--- src/rtl/dmem_arbiter_if.sv ---
// dmem_arbiter_if: one requester's data-memory port (request, write data, grant, read/error response).
interface dmem_arbiter_if;
  logic req;
  logic we;
  logic [31:0] addr;
  logic [31:0] wdata;
  logic gnt;
  logic rvalid;
  logic [31:0] rdata;
  logic err;
  modport master (output req, we, addr, wdata, input gnt, rvalid, rdata, err);
  modport slave (input req, we, addr, wdata, output gnt, rvalid, rdata, err);
endinterface

--- src/rtl/dmem_arbiter.sv ---
// dmem_arbiter: two-requester round-robin data-memory arbiter, 1-cycle read latency, contention counter.
// Define DMEM_ARB_BOUNDS_CHECK_EN to block accesses above MEM_MAX and report them on mN_err.
module dmem_arbiter #(
  parameter int unsigned MEM_MAX = 10000,
  parameter int CNT_W = 16
) (
  input  logic             clk,
  input  logic             reset,
  dmem_arbiter_if.slave    m0,
  dmem_arbiter_if.slave    m1,
  output logic             mem_we,
  output logic [31:0]      mem_addr,
  output logic [31:0]      mem_wd,
  input  logic [31:0]      mem_rd,
  output logic [CNT_W-1:0] conflict_cnt
);
`ifdef DMEM_ARB_BOUNDS_CHECK_EN
  localparam bit BOUNDS = 1'b1;
`else
  localparam bit BOUNDS = 1'b0;
`endif
  logic last_q, last_d;
  logic pend_rd_q, pend_rd_d;
  logic pend_err_q, pend_err_d;
  logic pend_id_q, pend_id_d;
  logic [CNT_W-1:0] cnt_q, cnt_d;
  logic gnt0, gnt1, acc, sel, we, oob;
  logic [31:0] addr, wdata;
  // last_q names the requester granted most recently; the other one wins the next contention
  always_comb begin
    gnt0 = !reset && m0.req && (!m1.req || last_q);
    gnt1 = !reset && m1.req && (!m0.req || !last_q);
    acc = gnt0 || gnt1;
    sel = gnt1;
    we = sel ? m1.we : m0.we;
    addr = sel ? m1.addr : m0.addr;
    wdata = sel ? m1.wdata : m0.wdata;
    oob = BOUNDS && acc && (addr > MEM_MAX);
    last_d = acc ? sel : last_q;
    pend_rd_d = acc && !we;
    pend_err_d = oob;
    pend_id_d = sel;
    cnt_d = (m0.req && m1.req && !(&cnt_q)) ? cnt_q + CNT_W'(1) : cnt_q;
  end
  always_ff @(posedge clk) begin
    if (reset) begin
      last_q <= 1'b1;
      pend_rd_q <= 1'b0;
      pend_err_q <= 1'b0;
      pend_id_q <= 1'b0;
      cnt_q <= '0;
    end else begin
      last_q <= last_d;
      pend_rd_q <= pend_rd_d;
      pend_err_q <= pend_err_d;
      pend_id_q <= pend_id_d;
      cnt_q <= cnt_d;
    end
  end
  assign mem_we = acc && we && !oob;
  assign mem_addr = (acc && !oob) ? addr : 32'd0;
  assign mem_wd = acc ? wdata : 32'd0;
  assign conflict_cnt = cnt_q;
  assign m0.gnt = gnt0;
  assign m1.gnt = gnt1;
  // responses are masked during reset so a read accepted just before reset never surfaces
  assign m0.rvalid = !reset && pend_rd_q && !pend_id_q;
  assign m1.rvalid = !reset && pend_rd_q && pend_id_q;
  assign m0.rdata = (m0.rvalid && !pend_err_q) ? mem_rd : 32'd0;
  assign m1.rdata = (m1.rvalid && !pend_err_q) ? mem_rd : 32'd0;
  assign m0.err = !reset && pend_err_q && !pend_id_q;
  assign m1.err = !reset && pend_err_q && pend_id_q;
endmodule

--- src/flat_wrapper.sv ---
// flat-port wrapper written by rule: the top's interface ports become plain ports
module dmem_arbiter_flat 
#(
  parameter int unsigned MEM_MAX = 10000,
  parameter int CNT_W = 16
)
  (clk, reset, mem_we, mem_addr, mem_wd, mem_rd, conflict_cnt, m0_req, m0_we, m0_addr, m0_wdata, m0_gnt, m0_rvalid, m0_rdata, m0_err, m1_req, m1_we, m1_addr, m1_wdata, m1_gnt, m1_rvalid, m1_rdata, m1_err);
  dmem_arbiter_if m0_i ();
  dmem_arbiter_if m1_i ();
  input  logic clk;
  input  logic reset;
  output logic mem_we;
  output logic [31:0] mem_addr;
  output logic [31:0] mem_wd;
  input  logic [31:0] mem_rd;
  output logic [CNT_W-1:0] conflict_cnt;
  input wire logic [$bits(m0_i.req)-1:0] m0_req;
  input wire logic [$bits(m0_i.we)-1:0] m0_we;
  input wire logic [$bits(m0_i.addr)-1:0] m0_addr;
  input wire logic [$bits(m0_i.wdata)-1:0] m0_wdata;
  output wire logic [$bits(m0_i.gnt)-1:0] m0_gnt;
  output wire logic [$bits(m0_i.rvalid)-1:0] m0_rvalid;
  output wire logic [$bits(m0_i.rdata)-1:0] m0_rdata;
  output wire logic [$bits(m0_i.err)-1:0] m0_err;
  input wire logic [$bits(m1_i.req)-1:0] m1_req;
  input wire logic [$bits(m1_i.we)-1:0] m1_we;
  input wire logic [$bits(m1_i.addr)-1:0] m1_addr;
  input wire logic [$bits(m1_i.wdata)-1:0] m1_wdata;
  output wire logic [$bits(m1_i.gnt)-1:0] m1_gnt;
  output wire logic [$bits(m1_i.rvalid)-1:0] m1_rvalid;
  output wire logic [$bits(m1_i.rdata)-1:0] m1_rdata;
  output wire logic [$bits(m1_i.err)-1:0] m1_err;
  assign m0_i.req = m0_req;
  assign m0_i.we = m0_we;
  assign m0_i.addr = m0_addr;
  assign m0_i.wdata = m0_wdata;
  assign m0_gnt = m0_i.gnt;
  assign m0_rvalid = m0_i.rvalid;
  assign m0_rdata = m0_i.rdata;
  assign m0_err = m0_i.err;
  assign m1_i.req = m1_req;
  assign m1_i.we = m1_we;
  assign m1_i.addr = m1_addr;
  assign m1_i.wdata = m1_wdata;
  assign m1_gnt = m1_i.gnt;
  assign m1_rvalid = m1_i.rvalid;
  assign m1_rdata = m1_i.rdata;
  assign m1_err = m1_i.err;
  dmem_arbiter #(.MEM_MAX(MEM_MAX), .CNT_W(CNT_W)) u_core (.clk(clk), .reset(reset), .m0(m0_i), .m1(m1_i), .mem_we(mem_we), .mem_addr(mem_addr), .mem_wd(mem_wd), .mem_rd(mem_rd), .conflict_cnt(conflict_cnt));
endmodule
--- config.mk ---
export PLATFORM = sky130hd
export DESIGN_NAME = dmem_arbiter_flat
export DESIGN_NICKNAME = d
export VERILOG_FILES = /design/src/rtl/dmem_arbiter_if.sv /design/src/rtl/dmem_arbiter.sv /design/src/flat_wrapper.sv
export SDC_FILE = /design/constraint.sdc
export NUM_CORES = 1
export LEC_CHECK = 0
export ABC_AREA = 1
export BUFFER_PORTS_ARGS = -buffer_cell sky130_fd_sc_hd__buf_4
export CORE_AREA = 4 4 120 122
export DETAILED_ROUTE_END_ITERATION = 12
export DIE_AREA = 0 0 124 126
export PLACE_DENSITY = 0.61
export REMOVE_ABC_BUFFERS = 1
export SYNTH_ARGS = -nofsm -noshare
export SYNTH_HDL_FRONTEND = slang
export SYNTH_SLANG_ARGS = --single-unit
--- constraint.sdc ---
create_clock -name clk -period 2.6 [get_ports clk]
set_input_delay 0.78 -clock clk [delete_from_list [all_inputs] [get_ports clk]]
set_output_delay 0.78 -clock clk [all_outputs]
set_load 0.02 [all_outputs]
# Word level (Yosys, flattened, before mapping)
# Index checks and enable logic that the tools add are counted.
[totals]
ff_bits = 19
output_inout_bits = 151
wordCells = 34
in_bits = 166
[classes]
add_sub_neg = 1
n_reduce_logical = 22
mux = 7
[ops]
columns = ["operator", "count"]
rows = [
  ["two-way mux 32 bit", 6],
  ["adder 16 x 1 -> 16 bit, second input constant", 1],
  ["AND reduction 16 bit", 1],
  ["logical AND 1 bit", 11],
  ["zero test 1 bit", 7],
  ["logical OR 1 bit", 3],
  ["two-way mux 1 bit", 1],
]

# Logic depth before layout (Yosys ltp)
# Gate-level depths: netlist of run 1.
[depth]
depth_word = 6
mapped_depth = 10
ltp_nobuf = 10

# Worst setup path after synthesis of run 1
# Ideal clock, no wire load.
[synth_path]
kind = "input-to-output"
start = "in reset"
end = "out m0_rdata[10]"
arrival_ns = 1.947
n_path_buf = 2
setup_slack_ns = -0.127
required_time_ns = 1.820
stages = 5
cell_sequence = "buf_6 nor3_2 inv_1 clkbuf_1 nor2_1"
[synth_via]
elab_chain_cells = 4
[synth_rtl]
columns = ["element", "line_no", "rtl"]
rows = [
  ["from (decl)", "flat_wrapper.sv:11", "input logic reset;"],
  ["zero test 1 bit", "dmem_arbiter.sv:67", "assign m0.rvalid = !reset && pend_rd_q && !pend_id_q;"],
  ["logical AND 1 bit (2 in series)", "dmem_arbiter.sv:67", ""],
  ["named net m0_rvalid", "flat_wrapper.sv:22", "output wire logic [$bits(m0_i.rvalid)-1:0] m0_rvalid;"],
  ["two-way mux 32 bit", "dmem_arbiter.sv:69", "assign m0.rdata = (m0.rvalid && !pend_err_q) ? mem_rd : 32'd0;"],
  ["to (decl)", "flat_wrapper.sv:23", "output wire logic [$bits(m0_i.rdata)-1:0] m0_rdata;"],
]
# The timed path passes the listed nets, and every way through them passes these cells.

# Final worst setup path of run 1
[layout_path]
start = "in m1_req"
end = "out mem_addr[19]"
[layout_via]
elab_chain_cells = 5
elab_cells_between_ends = 8
cone_classes = "2 x mux; 6 x reduce/logical"
[layout_rtl]
columns = ["element", "line_no", "rtl"]
rows = [
  ["from (decl)", "flat_wrapper.sv:25", "input wire logic [$bits(m1_i.req)-1:0] m1_req;"],
  ["zero test 1 bit", "dmem_arbiter.sv:31", "gnt0 = !reset && m0.req && (!m1.req || last_q);"],
  ["logical OR 1 bit", "dmem_arbiter.sv:31", ""],
  ["logical AND 1 bit", "dmem_arbiter.sv:31", ""],
  ["logical OR 1 bit", "dmem_arbiter.sv:33", "acc = gnt0 || gnt1;"],
  ["two-way mux 32 bit *", "dmem_arbiter.sv:61", "assign mem_addr = (acc && !oob) ? addr : 32'd0;"],
  ["to (decl)", "flat_wrapper.sv:13", "output logic [31:0] mem_addr;"],
]
# Mark *: on every way between the ends. The rest lies on a longest branch, timed or not.

==> results of run 1 <==
[registers in the layout (all words and copies together), names as in the netlist]
signal / count
u_core.pend_rd_q: 1
u_core.conflict_cnt: 16
u_core.last_q: 1
u_core.pend_id_q: 1
[how the worst min path moves through the flow]
stage	to	depth (start not counted)	slack (ns)	start
floorplan	u_core.last_q	2	0.47	u_core.last_q
global placement	u_core.last_q	2	0.49	u_core.last_q
detailed placement	u_core.last_q	2	0.49	u_core.last_q
CTS	u_core.conflict_cnt[8]	2	0.53	u_core.conflict_cnt[8]
global route	u_core.conflict_cnt[8]	2	0.56	u_core.conflict_cnt[8]
finish	u_core.conflict_cnt[8]	2	0.52	u_core.conflict_cnt[8]
[area by class of cell]
cell class	instances	area, sq um
fill	1390	7310
timing repair buffer	361	3040
multi-input combinational	392	1900
sequential	19	380
inverter	64	251
tap	176	220
clock buffer	3	75.1
clock inverter	1	5.00
[cells by family after synthesis]
family	share of synthesized area [%]
AND/OR/NAND/NOR	49.4
adder cells (fa/ha/maj)	0.493
XOR/XNOR	1.04
flip-flops	15.0
buffers and inverters	17.8
AO/OA/AOI/OAI	16.1
other	0.148
[cell usage in the layout (no fill, tap or decap), types with 6 or more instances in the layout]
| cell | instances |
|---|---|
| sky130_fd_sc_hd__a21oi_2 | 28 |
| sky130_fd_sc_hd__nor2_1 | 212 |
| sky130_fd_sc_hd__a21oi_1 | 41 |
| sky130_fd_sc_hd__nor2_2 | 15 |
| sky130_fd_sc_hd__buf_6 | 11 |
| sky130_fd_sc_hd__clkbuf_16 | 6 |
| sky130_fd_sc_hd__buf_12 | 11 |
| sky130_fd_sc_hd__inv_1 | 57 |
| sky130_fd_sc_hd__dfxtp_1 | 19 |
| sky130_fd_sc_hd__nand3_1 | 9 |
| sky130_fd_sc_hd__nand2_2 | 6 |
| sky130_fd_sc_hd__nand2_1 | 48 |
| sky130_fd_sc_hd__buf_4 | 330 |
[tightest hold or removal path: cells and delay by family, from the launching register on]
family / cells / cell delay, ns
flip-flops: 1 / 0.35
AO/OA/AOI/OAI: 1 / 0.05
buffers and inverters: 1 / 0.08
[power by group]
part	total [mW]	internal, mW	switching [mW]
logic	0.914	0.457	0.457
registers	0.302	0.297	0.00546
clock network	0.322	0.206	0.115
[layer usage]
layer / wire length, um / track usage [%]
met1: 6330 / 22.0
met4: 368 / 4.64
met2: 8390 / 33.9
met5: 0 / 0
met3: 1480 / 4.04
[stage by stage]
stage          setup TNS [ns]  util (%)  setup WS (ns)  instances
2_1_floorplan          -72.30         -         -0.969        475
3_3_place_gp            -1.52      39.6        -0.0711        995
3_5_place_dp            -2.05      39.6        -0.0838        995
4_1_cts                 -1.30      42.8        -0.0743       1010
5_1_grt                 -2.73      44.6         -0.100       1016
6_report               -0.177      44.6        -0.0384       1016
[repair_timing]
action | in CTS | in global routing
pin swaps | 6 | 17
buffers inserted | 5 | 5
gates resized for setup | 24 | 52
gates cloned | 6 | 3
hold buffers | 0 | 0
setup endpoints to repair | 49 | 78
==> out/summary.txt, run 1 <==
run status -> complete, but fails checks
failing checks -> negative setup slack
cell count after synthesis -> 505
Final Total Pwr -> 1.54 mW
post-synthesis cell type with the largest combined area -> sky130_fd_sc_hd__nor2_1
pin count of the biggest net entering global routing -> 34
Reg2Reg Setup Slack -> 1.01 ns
Avg Synthesized Cell Area -> 5.03 sq um
Reg-to-Reg End -> u_core.conflict_cnt[0]
EDFF count, synth -> 0
number of distinct library cells after synthesis -> 30
post-detailed-routing wire length -> 16600 um
RSZ-0062 raised after global routing -> true
Post-Layout Inst Area -> 5880 sq um
Bufs on Longest Clock Path -> 2
endpoint class of the critical path -> primary output
Skew-Pair Late Insertion Delay -> 0.25 ns
Port Buffers -> 314
Worst Setup SP -> m1_req
static leakage power -> 3.23 nW
commonest register cell after synthesis -> sky130_fd_sc_hd__dfxtp_1
worst vdd rail ir drop -> 0.195 mV
via/cell ratio -> 4.31
total of endpoints with negative setup slack in the final report -> 17
I/O pin count -> 317
RePlAce Congestion -> 0.992
critical path class -> in -> out
via count -> 4382
number of DRC markers after the initial detailed-route iteration -> 139
largest incremental delay on the critical path -> 0.17 ns
cells traversed along the worst timing path -> buf_8, nand2_4, nand2_4, nor2_4, buf_12, buf_12, buf_16, a21oi_1, nor2_1, buf_4
logic depth of the worst path, buffers included -> 10
worst hold margin -> 0.523 ns
CP Max Fanout -> 5
number of buffers and inverters on the critical path -> 5
total track usage -> 18.7%
area growth from synthesis to layout -> 131%
kind of path behind the tightest hold check -> reg -> reg
FFs w/ async S/R, synth -> 0%
area after detailed placement -> 5230 sq um
slowest library cell on the worst path -> sky130_fd_sc_hd__buf_4
vias in the first global route -> 4122
gate family responsible for the most delay along the worst path -> buffers and inverters
number of buffers inserted during clock tree synthesis -> 3
H-tree levels -> 1
count of nets after finishing -> 1008
number of remaining DRC errors -> 0
max-slew violation total from the final report -> 0
floorplan die height -> 126 um
share of layout cells above drive strength 1 -> 51.7%
Post-Synthesis Cell Area -> 2540 sq um
number of diodes added for antenna fixing -> 0
most instantiated library cell after synthesis -> sky130_fd_sc_hd__nor2_1
number of rows in the core area -> 42
maximum clock frequency -> 379 MHz
router iterations before antenna repair -> 4
Antenna Nets Post-Route -> 0
wire length of the first global-routing pass -> 22800 um
floorplan die width -> 124 um
crit path capture -> mem_addr[19]
Fin. Hold Viols -> 0
number of flip-flops and latches in the synthesized netlist -> 19
Die Outline Area -> 15600 sq um
half-perimeter wire length of the detailed placement result -> 12800 um
CTS tree -> built
initial antenna violation count -> 0
Critical R2R Launch -> u_core.conflict_cnt[0]
startpoint types -> input pin
minimum period implied by the final worst setup slack -> 2.64 ns
Pwr per Cell Area -> 262 nW/um^2
starting density of the core -> 19.2%
min setup slack post-route -> -0.0384 ns
Clk Tree Root Cell -> sky130_fd_sc_hd__clkbuf_16
most frequent cells after synthesis -> sky130_fd_sc_hd__nor2_1 (224), sky130_fd_sc_hd__a21oi_1 (71), sky130_fd_sc_hd__inv_1 (59), sky130_fd_sc_hd__nand2_1 (51), sky130_fd_sc_hd__dfxtp_1 (19)
Max-Cap Viols -> 0
clock slew seen by the registers of the worst setup and hold paths -> 0.05 ns
post-route clock period utilization -> 101%
Arrival @ worst endpoint -> 1.86 ns
top cells by area, synth -> sky130_fd_sc_hd__nor2_1 (33%), sky130_fd_sc_hd__dfxtp_1 (15%), sky130_fd_sc_hd__a21oi_1 (14%)
clock sinks -> 19
setup skew after layout -> 0.00421 ns
share of Yosys cell area claimed by the top area cell type -> 33.1%
post-DR wirelength/cell -> 16.3 um
Data required, critical path -> 1.82 ns
total core area -> 13200 sq um
sequential area share after synthesis -> 15.0%
aggregate global routing overflow -> 0
yosys warns -> 0
number of cells on the worst reg-to-reg path -> 8
Note: power is estimated with default switching activity, not from simulation.
==> run 2: changes to the inputs <==
--- a/config.mk
+++ b/config.mk
@@ -5,12 +5,11 @@
 export SDC_FILE = /design/constraint.sdc
 export NUM_CORES = 1
 export LEC_CHECK = 0
-export ABC_AREA = 1
 export BUFFER_PORTS_ARGS = -buffer_cell sky130_fd_sc_hd__buf_4
-export CORE_AREA = 4 4 120 122
+export CORE_AREA = 4 4 121 123
 export DETAILED_ROUTE_END_ITERATION = 12
-export DIE_AREA = 0 0 124 126
-export PLACE_DENSITY = 0.61
+export DIE_AREA = 0 0 125 127
+export PLACE_DENSITY = 0.57
 export REMOVE_ABC_BUFFERS = 1
 export SYNTH_ARGS = -nofsm -noshare
 export SYNTH_HDL_FRONTEND = slang
==> run 2 against run 1 <==
Largest power group unchanged. Clock-buffer cell count increased by 1. Setup slack got worse by 0.046 ns. Global-route usage decreased by 3.6 points. Die area increased by 1.6%. The flow still finishes with violations (negative setup slack). Critical path type unchanged. Critical endpoint is now mem_wd[29]. Sequential power about the same.
==> out/summary.txt, run 2 <==
Avg Synthesized Cell Area -> 7.62 sq um (+52%)
clock slew seen by the registers of the worst setup and hold paths -> 0.05 ns (about the same)
Pwr per Cell Area -> 246 nW/um^2 (-6.1%)
share of layout cells above drive strength 1 -> 65.2% (+14 points)
crit path capture -> mem_wd[29]
grt met3 use -> 3.39% (-0.65 points)
pin count of the biggest net entering global routing -> 34 (unchanged)
number of cells on the worst reg-to-reg path -> 5 (-3)
number of diodes added for antenna fixing -> 0 (unchanged)
top cells by area, synth -> sky130_fd_sc_hd__a22o_1 (27%), sky130_fd_sc_hd__and2_1 (19%), sky130_fd_sc_hd__dfxtp_1 (18%)
critical hold path startpoint -> u_core.conflict_cnt[15]
wire length of the first global-routing pass -> 19300 um (-15%)
critical path class -> in -> out
number of rows in the core area -> 43 (+2.4%)
count of nets after finishing -> 777 (-23%)
final cell utilization of the core -> 41.8% (-2.8 points)
failing checks -> negative setup slack
total core area -> 13700 sq um (+3.6%)
number of buffers inserted during clock tree synthesis -> 3 (unchanged)
Filler Cell Count -> 1346 (-3.2%)
worst slew margin relative to its limit -> 60.6%
post-detailed-routing wire length -> 14500 um (-12%)
Worst Hold Depth -> 2 (unchanged)
worst vdd rail ir drop -> 0.265 mV (+36%)
Reg-to-Reg End -> u_core.conflict_cnt[14]
kind of path behind the tightest hold check -> reg -> reg
I/O pin count -> 317 (unchanged)
FFs w/ async S/R, synth -> 0% (unchanged)
max reg flops -> 16 (unchanged)
Bufs on Longest Clock Path -> 2 (unchanged)
H-tree levels -> 1 (unchanged)
Data required, critical path -> 1.82 ns (about the same)
commonest register cell after synthesis -> sky130_fd_sc_hd__dfxtp_1
number of flip-flops and latches in the synthesized netlist -> 19 (unchanged)
clock sinks -> 19 (unchanged)
mux share of post-synthesis cell area -> 4.74% (+4.7 points)
Final Total Pwr -> 1.40 mW (-8.7%)
slew at the pin closest to its max-slew limit -> 0.585 ns
Compound-Gate Fraction of Synth Area -> 34.0% (+18 points)
total track usage -> 15.1% (-3.6 points)
vias in the first global route -> 3407 (-17%)
startpoint types -> input pin
min setup slack post-route -> -0.0847 ns (-0.0463 ns)
setup skew after layout -> 0.00460 ns (+0.000383 ns)
Fin. Hold Viols -> 0 (unchanged)
met1 capacity usage during global routing -> 16.9% (-5.0 points)
commonest non-fill, non-tap cell in the layout -> sky130_fd_sc_hd__buf_4
CTS tree -> built
sequential area share after synthesis -> 18.2% (+3.2 points)
Worst Setup SP -> m1_req
Antenna Nets Post-Route -> 0 (unchanged)
yosys warns -> 0 (unchanged)
max-slew violation total from the final report -> 0 (unchanged)
initial antenna violation count -> 0 (unchanged)
aggregate global routing overflow -> 0 (unchanged)
minimum period implied by the final worst setup slack -> 2.68 ns (+0.0463 ns)
RePlAce Congestion -> 0.887 (-11%)
EDFF count, synth -> 0 (unchanged)
Port Buffers -> 314 (unchanged)
commonest cells after routing, fill and taps aside -> sky130_fd_sc_hd__buf_4 (245), sky130_fd_sc_hd__buf_6 (93), sky130_fd_sc_hd__a22o_1 (62), sky130_fd_sc_hd__and2_1 (46)
post-DR wirelength/cell -> 18.4 um (+13%)
post-synthesis cell type with the largest combined area -> sky130_fd_sc_hd__a22o_1
starting density of the core -> 15.3% (-4.0 points)
Skew-Pair Late Insertion Delay -> 0.25 ns (about the same)
number of DRC markers after the initial detailed-route iteration -> 147 (+5.8%)
via count -> 3480 (-21%)
xor-xnor portion of the synthesized cell area -> 0% (-1.0 points)
cell count after synthesis -> 274 (-46%)
area growth from synthesis to layout -> 174%
most frequent cells after synthesis -> sky130_fd_sc_hd__a22o_1 (65), sky130_fd_sc_hd__and2_1 (65), sky130_fd_sc_hd__clkbuf_1 (25), sky130_fd_sc_hd__dfxtp_1 (19)
CP Max Fanout -> 8 (+3)
area after detailed placement -> 4880 sq um (-6.7%)
static leakage power -> 2.86 nW (-11%)
RSZ-0062 raised after global routing -> true
floorplan die height -> 127 um (+0.79%)
floorplan die width -> 125 um (+0.81%)
Post-Layout Inst Area -> 5710 sq um (-2.8%)
number of distinct library cells after synthesis -> 34 (+13%)
router iterations before antenna repair -> 4 (unchanged)
layer carrying the most global-route usage -> met2
total of endpoints with negative setup slack in the final report -> 91 (+74)
adder-cell share of the synthesized area -> 0.600% (+0.11 points)
number of remaining DRC errors -> 0 (unchanged)
Die Outline Area -> 15900 sq um (+1.6%)
Post-Synthesis Cell Area -> 2090 sq um (-18%)
Critical R2R Launch -> u_core.conflict_cnt[0]
Reg2Reg Setup Slack -> 0.58 ns (-0.43 ns)
endpoint class of the critical path -> primary output
run status -> complete, but fails checks
Clk Tree Root Cell -> sky130_fd_sc_hd__clkbuf_16
Arrival @ worst endpoint -> 1.90 ns (+0.04 ns)
Max-Cap Viols -> 0 (unchanged)
post-route clock period utilization -> 103% (+1.8 points)
maximum clock frequency -> 372 MHz (-1.7%)
post-synthesis simple-gate area fraction -> 36.3% (-13 points)
share of Yosys cell area claimed by the top area cell type -> 27.3% (-5.8 points)
half-perimeter wire length of the detailed placement result -> 11100 um (-13%)
via/cell ratio -> 4.41 (+2.3%)
met2 usage in global routing -> 28.5% (-5.4 points)
combinational family with the most area after synthesis -> simple AND/OR/NAND/NOR gates
run 2: changes by cell type in the layout (fill, tap and decap cells not counted), sizes merged, moves of 8 or more:
cell / before / now
and2: 0 / 65
nand2: 58 / 10
nor2b: 0 / 8
a21oi: 72 / 10
nor2: 231 / 8
a22o: 0 / 65
inv: 63 / 3
run 2: area by class of cell:
cell class | count | area (sq um) | area share [%]
clock buffers | 4 | 78.8 | 1.38
flip-flops and latches | 19 | 380 | 6.66
multi-input cells | 225 | 1690 | 29.5
well taps | 180 | 225 | 3.94
repair buffers | 358 | 3330 | 58.3
inverters | 3 | 11.3 | 0.197
run 2: per-layer routing:
layer / share of wire (%) / vias to the layer above
met5: 0 / -
met4: 2.9 / 0
met3: 7.4 / 14
met2: 53 / 188
met1: 37 / 1587
li1: - / 1691
run 2: cell families (layout without fill, tap and decap cells):
family | after synthesis | in the layout
flops | 19 | 19
mux | 9 | 9
other cells | 1 | 2
simple gates | 124 | 124
compound gates | 89 | 89
fa+ha+maj | 1 | 1
buf+inv | 31 | 365
run 2: what timing repair did:
item                                   CTS  global route
pin swaps                                4            21
resized for setup                       53            66
hold buffers                             0             0
setup endpoints to repair               59           106
setup buffers                            3             5
gates cloned                             2             9
endpoints found under the hold margin    0             0
run 2: power by group:
part / internal (mW) / switching (mW) / leakage (nW)
combinational: 0.453 / 0.328 / 2.67
sequential: 0.296 / 0.00680 / 0.154
clock: 0.209 / 0.111 / 0.0382
run 2: per-stage QoR:
| stage | hold WS [ns] | setup slack, ns | std cells | setup TNS [ns] |
|---|---|---|---|---|
| after floorplan | 0.482 | -3.68 | 247 | -276.06 |
| after global placement | 0.484 | -0.101 | 767 | -4.34 |
| after detailed placement | 0.513 | -0.134 | 767 | -5.17 |
| after CTS | 0.527 | -0.105 | 776 | -4.42 |
| after global routing | 0.559 | -0.148 | 789 | -10.23 |
| final | 0.520 | -0.0847 | 789 | -4.44 |
run 2: critical path, stage by stage:
cell and delay, ns:
sky130_fd_sc_hd__buf_6 0.10, sky130_fd_sc_hd__nor2b_4 0.11, sky130_fd_sc_hd__nor3b_2 0.17, sky130_fd_sc_hd__buf_6 0.15, sky130_fd_sc_hd__buf_12 0.15, sky130_fd_sc_hd__clkbuf_16 0.16
sky130_fd_sc_hd__a22o_1 0.13, sky130_fd_sc_hd__buf_4 0.14
run 2: worst min path at each step:
stage	to	slack, ns
6_report	u_core.conflict_cnt[15]	0.52
5_1_grt	u_core.conflict_cnt[14]	0.56
3_3_place_gp	u_core.conflict_cnt[15]	0.48
2_1_floorplan	u_core.last_q	0.48
3_5_place_dp	u_core.conflict_cnt[15]	0.51
4_1_cts	u_core.conflict_cnt[15]	0.53
